===== src/rtl/fifo_drain_skid_if.sv =====
// Handshake bundle for fifo_drain_skid: the fifo read side (empty/data/rd_en)
// and the outgoing valid/ready stream. The drain stage is the master of the
// bundle; the slave view belongs to whatever sits around it (fifo + sink).
interface fifo_drain_skid_if #(
    parameter int unsigned FIFO_WIDTH = 8
);
    logic                  fifo_empty;
    logic [FIFO_WIDTH-1:0] fifo_data;
    logic                  fifo_rd_en;
    logic                  m_valid;
    logic                  m_ready;
    logic [FIFO_WIDTH-1:0] m_data;

    modport master (
        input  fifo_empty,
        input  fifo_data,
        input  m_ready,
        output fifo_rd_en,
        output m_valid,
        output m_data
    );

    modport slave (
        output fifo_empty,
        output fifo_data,
        output m_ready,
        input  fifo_rd_en,
        input  m_valid,
        input  m_data
    );
endinterface


===== src/rtl/fifo_drain_skid.sv =====
// Downstream read stage for the fifo block. Drains the fifo whenever it is
// non-empty and re-presents the words as a valid/ready stream. The fifo has a
// registered read port (data one cycle after rd_en), so a two-entry skid
// buffer absorbs the word that is already in flight when the sink stalls.
// A continuously ready sink sees one word per clock with no bubbles.
module fifo_drain_skid #(
    parameter int unsigned FIFO_WIDTH = 8,
    parameter int unsigned CNT_WIDTH  = 16
) (
    input  logic                 clk,
    input  logic                 rstN,
    fifo_drain_skid_if.master    bus,
    output logic [CNT_WIDTH-1:0] rd_count
);

    // Buffer occupancy states; encoding equals the number of buffered words.
    localparam logic [1:0] StEmpty = 2'd0;
    localparam logic [1:0] StOne   = 2'd1;
    localparam logic [1:0] StTwo   = 2'd2;

    logic [1:0]            occ_q, occ_d;
    logic                  inflight_q;
    logic [FIFO_WIDTH-1:0] head_q, head_d;
    logic [FIFO_WIDTH-1:0] tail_q, tail_d;
    logic [CNT_WIDTH-1:0]  cnt_q, cnt_d;

    logic                  valid;
    logic                  pop;
    logic                  capture;
    logic [2:0]            pending;
    logic                  issue;

    // Handshake terms and read-issue decision.
    always_comb begin
        valid   = (occ_q != StEmpty);
        pop     = valid & bus.m_ready;
        // The word requested last cycle lands this edge.
        capture = inflight_q;
        // Words already owned by this stage (buffered + in flight).
        pending = {1'b0, occ_q} + {2'b00, inflight_q};
        // A new read may only be issued if its word is guaranteed a slot:
        // pending - pop <= 1, rewritten without subtraction. Held low in reset.
        issue   = rstN & ~bus.fifo_empty & (pending <= ({2'b00, pop} + 3'd1));
    end

    // Occupancy FSM and skid-buffer data movement (head is the oldest word).
    always_comb begin
        occ_d  = occ_q;
        head_d = head_q;
        tail_d = tail_q;
        case (occ_q)
            StEmpty: begin
                // pop is impossible here since valid is low.
                if (capture) begin
                    head_d = bus.fifo_data;
                    occ_d  = StOne;
                end
            end
            StOne: begin
                case ({capture, pop})
                    2'b11: head_d = bus.fifo_data;
                    2'b10: begin
                        tail_d = bus.fifo_data;
                        occ_d  = StTwo;
                    end
                    2'b01: occ_d = StEmpty;
                    default: ;
                endcase
            end
            StTwo: begin
                // capture without pop cannot happen: the issue rule forbids it.
                if (pop) begin
                    head_d = tail_q;
                    if (capture) begin
                        tail_d = bus.fifo_data;
                    end else begin
                        occ_d = StOne;
                    end
                end
            end
            default: occ_d = StEmpty;
        endcase
    end

    // Delivered-word counter; wraps naturally at 2^CNT_WIDTH.
    always_comb begin
        cnt_d = cnt_q + {{(CNT_WIDTH-1){1'b0}}, pop};
    end

    // State registers; reset discards buffered and in-flight words.
    always_ff @(posedge clk or negedge rstN) begin
        if (!rstN) begin
            occ_q      <= StEmpty;
            inflight_q <= 1'b0;
            head_q     <= '0;
            tail_q     <= '0;
            cnt_q      <= '0;
        end else begin
            occ_q      <= occ_d;
            inflight_q <= issue;
            head_q     <= head_d;
            tail_q     <= tail_d;
            cnt_q      <= cnt_d;
        end
    end

    assign bus.fifo_rd_en = issue;
    assign bus.m_valid    = valid;
    assign bus.m_data     = head_q;
    assign rd_count       = cnt_q;

endmodule

===== src/flat_wrapper.sv =====
// flat-port wrapper written by rule: the top's interface ports become plain ports
module fifo_drain_skid_flat 
#(
    parameter int unsigned FIFO_WIDTH = 8,
    parameter int unsigned CNT_WIDTH  = 16
)
  (clk, rstN, rd_count, bus_fifo_empty, bus_fifo_data, bus_m_ready, bus_fifo_rd_en, bus_m_valid, bus_m_data);
  fifo_drain_skid_if #(.FIFO_WIDTH(FIFO_WIDTH)) bus_i ();
  input  logic clk;
  input  logic rstN;
  output logic [CNT_WIDTH-1:0] rd_count;
  input wire logic [$bits(bus_i.fifo_empty)-1:0] bus_fifo_empty;
  input wire logic [$bits(bus_i.fifo_data)-1:0] bus_fifo_data;
  input wire logic [$bits(bus_i.m_ready)-1:0] bus_m_ready;
  output wire logic [$bits(bus_i.fifo_rd_en)-1:0] bus_fifo_rd_en;
  output wire logic [$bits(bus_i.m_valid)-1:0] bus_m_valid;
  output wire logic [$bits(bus_i.m_data)-1:0] bus_m_data;
  assign bus_i.fifo_empty = bus_fifo_empty;
  assign bus_i.fifo_data = bus_fifo_data;
  assign bus_i.m_ready = bus_m_ready;
  assign bus_fifo_rd_en = bus_i.fifo_rd_en;
  assign bus_m_valid = bus_i.m_valid;
  assign bus_m_data = bus_i.m_data;
  fifo_drain_skid #(.FIFO_WIDTH(FIFO_WIDTH), .CNT_WIDTH(CNT_WIDTH)) u_core (.clk(clk), .rstN(rstN), .bus(bus_i), .rd_count(rd_count));
endmodule

===== config.mk =====
export PLATFORM = sky130hd
export DESIGN_NAME = fifo_drain_skid_flat
export DESIGN_NICKNAME = d
export VERILOG_FILES = /design/src/rtl/fifo_drain_skid_if.sv /design/src/rtl/fifo_drain_skid.sv /design/src/flat_wrapper.sv
export SDC_FILE = /design/constraint.sdc
export NUM_CORES = 1
export LEC_CHECK = 0
export BUFFER_PORTS_ARGS = -buffer_cell sky130_fd_sc_hd__buf_4
export CAP_MARGIN = 0
export CORE_MARGIN = 1.5
export CORE_UTILIZATION = 48
export DETAILED_ROUTE_END_ITERATION = 12
export PLACE_DENSITY_LB_ADDON = 0.08
export SYNTH_ARGS = -nofsm -noshare
export SYNTH_HDL_FRONTEND = slang
export SYNTH_SLANG_ARGS = --single-unit

===== constraint.sdc =====
create_clock -name clk -period 1.9 [get_ports clk]
set_input_delay 0.19 -clock clk [delete_from_list [all_inputs] [get_ports clk]]
set_output_delay 0.19 -clock clk [all_outputs]
set_load 0.01 [all_outputs]

* After elaboration in Yosys (flattened, before gate mapping)
Index checks and enable logic that the tools add are counted.
** Word-level totals
- Bits in registers :: 35
- Bits of input ports :: 12
- Output and inout port bits :: 26
- Logic and storage cells :: 44
** Cells by class
- Add/sub/neg operators :: 3
- $lt $le $gt $ge :: 1
- Eq/ne operators :: 12
- Mux-type cells :: 12
- Bitwise operators :: 4
- Reduce and logical (&&, ||, !) cells :: 7
** Operators with widths (count)
- 8-bit two-way mux :: 5
- 8-bit one-hot mux with 3 select lines :: 1
- 16-bit by 1-bit adder with 16-bit output :: 1
- 8-bit one-hot mux with 2 select lines :: 1
- 4-bit AND reduction :: 3
- 2-bit by 1-bit inequality test with 1-bit output (second input constant) :: 4
- 2-bit == test (second input constant) :: 3
- 2-bit two-way mux :: 3
- 2-bit one-hot mux with 3 select lines :: 1
- 2-bit by 1-bit == test with 1-bit output (second input constant) :: 2
- 2-bit inequality test (second input constant) :: 2
- 2-bit one-hot mux with 2 select lines :: 1
- 2-bit nonzero test :: 2
- 2-bit by 1-bit adder with 3-bit output :: 1
- 1-bit AND :: 3
- 3-bit <= comparator :: 1
- 3-bit by 2-bit inequality test with 1-bit output (second input constant) :: 1
- 3-bit nonzero test :: 1
- 1-bit by 1-bit adder with 2-bit output (second input constant) :: 1
- 2-bit zero test :: 1
- 1-bit inverter :: 1

* Logic depth before layout (Yosys ltp)
- Word-level depth :: 5
- Gate-level depth with buffers :: 10
- Mapped depth without buffers :: 10

* Worst setup path after synthesis
Ideal clock, no wire load.
- Kind :: flip-flop to output port
- Start :: register u_core.occ_q[0]
- End :: output port bus_fifo_rd_en
- Data arrival time :: 1837 ps
- Required time :: 1710 ps
- Path slack :: -127 ps
- Stages on the path, launching flop included :: 9
- Buffers on the path :: 0
- Cell sequence :: dfrtp_1 inv_1 nand2_1 nand2_1 inv_1 fa_1 o31a_1 a21oi_1 nor3b_1
** On the way
- Longest elaborated chain between the ends :: 5
** RTL lines
- start, declared :: line fifo_drain_skid.sv:21 : logic [1:0] occ_q, occ_d;
- start signal, assigned :: line fifo_drain_skid.sv:93 : occ_q <= StEmpty;
- 2-bit nonzero test :: line fifo_drain_skid.sv:35 : valid = (occ_q != StEmpty);
- named net bus_m_valid :: line flat_wrapper.sv:16 : output wire logic [$bits(bus_i.m_valid)-1:0] bus_m_valid;
- 1-bit AND :: line fifo_drain_skid.sv:36 : pop = valid & bus.m_ready;
- 1-bit by 1-bit adder with 2-bit output :: line fifo_drain_skid.sv:43 : issue = rstN & ~bus.fifo_empty & (pending <= ({2'b00, pop} + 3'd1));
- 3-bit <= comparator :: line fifo_drain_skid.sv:43
- 1-bit AND :: line fifo_drain_skid.sv:43
- end, declared :: line flat_wrapper.sv:15 : output wire logic [$bits(bus_i.fifo_rd_en)-1:0] bus_fifo_rd_en;
The timed path passes the listed nets, and every way through them passes these cells.

* Worst setup path after layout
- Start :: register u_core.occ_q[0]
- End :: output port bus_fifo_rd_en
** On the way
- Longest elaborated chain between the ends :: 5
** RTL lines (line)
- 2-bit nonzero test :: fifo_drain_skid.sv:35
- 1-bit AND :: fifo_drain_skid.sv:36
- 1-bit by 1-bit adder with 2-bit output :: fifo_drain_skid.sv:43
- 3-bit <= comparator (*) :: fifo_drain_skid.sv:43
- 1-bit AND (*) :: fifo_drain_skid.sv:43
Every way passes the cells marked *; elsewhere a longest branch is shown, timed or not.

==> flow_summary.toml <==
[cts]
clockBufferDepth = 2
clk_latency_ns = 0.33
cts_sinks = 35
htree_levels = 2
cts_tree = "built"
clk_pin_slew_ns = 0.10
cts_buffers = 5
ctsRootBufferMaster = "clkbuf_4"

[timing]
grt_setup_unrepaired = "yes"
tns_ns = -0.316
worst_slew_pin_slew_ns = 0.454
timing.final.crit_share_pct = 117
finalClockSkew_ns = 0.00839
drv_slew = 0
hold_viol = 0
fmaxAchievable_mhz = 451
setup_slack_ns = -0.316
relSlewSlack_pct = 69.8
final-setup-viol-count = 1
period_needed_ns = 2.22

[min_path]
hp-class = "input pin to flop"

[die]
initial_core_util_pct = 50.4
coreArea_um2 = 3340
die_w_um = 62.2
die_y_um = 62.2
rows = 21
boundaryPins = 38
floorplan.die_area_um2 = 3870

[place]
portBuffers = 37
hpwl_mm = 2.36
dpl.cell_count = 241
place.gp.congestion = 0.815
placed_area_um2 = 2110

[worst_setup_path]
crit_chain = "inv_2 > nand2_2 > nand2_2 > inv_2 > fa_1 > o31a_1 > a21oi_2 > nor3b_2 > buf_4"
critical_path_required_ns = 1.71
cp_max_fo = 3
cp-end-kind = "output pin"
start_kind = "flop"
max_stage_delay_ns = 0.45
crit_slowest_cell = "fa_1"
critical_path_class = "flop to output pin"
cp_data_arrival_time_ns = 2.03

[global_route]
grt-ovfl-total = 0
grt_util_all_layers_pct = 19.1
grt_max_degree = 36
grt_pass1_wl_mm = 5.78
grt_pass1_vias = 1349
grt_antenna_before_repair = 0

[run_status]
outcome = "complete, but fails checks"
violations = "setup timing"

[drt]
detail_route.wl_per_cell_um = 12.9
firstDrtPassIters = 4
routed_wl_mm = 3.29
drt-initial-drc-count = 87
viasPerCell = 4.93
ant_nets = 0
dr_total_vias = 1257
drc = 0

[power_and_ir_drop]
cellPowerDensity_nw_per_um2 = 1270
finalPower_mw = 2.88
peakVddDrop_uv = 702
p_leak_nw = 1.16

[run]
drv_cap = 0

[yosys]
syn-instance-count = 148
syn_avg_cell_area_um2 = 11.4
netlist_area_um2 = 1680
syn-num-nets = 166
ys_seq_elements = 35
synth_cell_types = 30
synth.yosys.warnings = 0
seq_area_frac_synth_pct = 52.0

[layout]
instances_no_fill = 255
layout.nets = 226
area_delta_synth_final_pct = 35.2
layout-drive-gt1-share_pct = 47.4
antenna_cells = 0
design_area_um2 = 2270
[critical path, delay by kind of cell, from the launching register on]
kind	cells	cell delay, ns
fa+ha+maj	1	0.45
flops	1	0.43
compound gates	2	0.38
buf+inv	3	0.24
simple gates	3	0.18
[cells in the final DEF (no fill, tap or decap), types with 3 or more instances in the layout]
cell type  synthesis  routed
buf_4              0      52
clkbuf_4           0       5
dfrtp_1           35      34
ha_1               5       3
inv_2              0       5
mux2_2            11      10
mux2_4             4       5
nand2_1           34      32
nand3_1            4       3
nor2_1             7       6
o21ai_0            3       3
xnor2_1            8       8
xor2_1             6       6
[per-layer routing]
layer  part of all wire, %  up-vias  track usage [%]  routed length (um)
met5                     0        -                0                   0
met4                   1.9        0             7.22                  63
met3                   5.0        8             6.34                 163
met2                    52       30             34.6                1710
met1                    41      604             20.7                1350
li1                      -      615                -                   -
[where the power goes]
part	switching (mW)	leakage (nW)	internal, mW	total, mW
logic	0.523	0.676	0.735	1.26
clock network	0.234	0.0386	0.218	0.452
registers	0.176	0.445	0.993	1.17
total	0.933	1.16	1.95	2.88
[cells in the mapped netlist]
cell type / instances / share of area, %
nand4_1: 2 / 0.74
inv_1: 6 / 1.3
nand2_1: 34 / 7.6
mux2_4: 4 / 3.6
nand2_4: 1 / 0.67
nor2_1: 7 / 1.6
and2b_2: 1 / 0.52
a21oi_1: 3 / 0.89
mux2_1: 1 / 0.67
clkbuf_1: 1 / 0.22
a21o_2: 1 / 0.52
and4_4: 1 / 0.67
nor3b_1: 2 / 0.89
nand3_1: 4 / 1.2
nand2b_1: 1 / 0.37
o21ai_2: 1 / 0.52
dfrtp_1: 35 / 52
o21ai_0: 3 / 0.89
o21ai_4: 1 / 0.97
o31a_1: 1 / 0.52
nor4_4: 1 / 1.3
xnor2_1: 8 / 4.2
fa_1: 1 / 1.2
nor3_1: 3 / 0.89
mux2_2: 11 / 7.4
xor2_1: 6 / 3.1
ha_1: 5 / 3.7
nor2b_1: 1 / 0.37
nand4_4: 1 / 1.3
buf_2: 1 / 0.30
[area by class of cell]
| type | count | area (um^2) |
|---|---|---|
| Fill cell | 280 | 1060 |
| Sequential cell | 35 | 877 |
| Multi-Input combinational cell | 105 | 818 |
| Timing Repair Buffer | 55 | 430 |
| Clock buffer | 8 | 68.8 |
| Tap cell | 46 | 57.6 |
| Inverter | 6 | 22.5 |
[sequential cells by signal (all words and copies together) (netlist names)]
register,count
u_core.bus.m_data,8
u_core.capture,1
u_core.occ_q,2
u_core.rd_count,16
u_core.tail_q,8
[stage by stage]
stage	worst slack, ns	hold WS (ns)	util (%)
2_1_floorplan	0.00119	-0.106	-
3_3_place_gp	-0.0346	0.272	63.2
3_5_place_dp	-0.0910	0.280	63.2
4_1_cts	-0.352	0.0593	66.6
5_1_grt	-0.427	0.0608	68.2
6_report	-0.316	0.0802	68.2
[logic make-up (layout without fill, tap and decap cells)]
family          after synthesis  after routing  synth area share [%]
simple gates                 59             59                  18.0
flops                        35             35                  52.0
mux                          16             16                  11.6
xor+xnor                     14             14                  7.29
compound gates               10             10                  4.31
buf+inv                       8             69                  1.86
fa+ha+maj                     6              6                  4.91
[what timing repair did]
| item | 4_1_cts | 5_1_grt |
|---|---|---|
| endpoints found under the hold margin | 36 | 0 |
| endpoints found under the setup margin | 5 | 8 |
| gates resized for setup | 5 | 9 |
| pin swaps | 3 | 2 |
| setup buffers | 2 | 2 |
| hold buffers | 2 | 0 |
[worst paths after layout]
kind                                          start                   end  slack (ns)  cells after the start
min in group asynchronous                      rstN    u_core.rd_count[0]        0.45                      3
max in group asynchronous                      rstN       u_core.occ_q[0]        1.11                      3
worst min-delay path               bus_fifo_data[7]      u_core.tail_q[7]        0.08                      2
worst max register to register      u_core.occ_q[1]  u_core.bus.m_data[5]        0.04                      8
worst min register to register  u_core.rd_count[15]   u_core.rd_count[15]        0.49                      1
worst max-delay path                u_core.occ_q[0]        bus_fifo_rd_en       -0.32                      9
(Power assumes the default switching activity.)
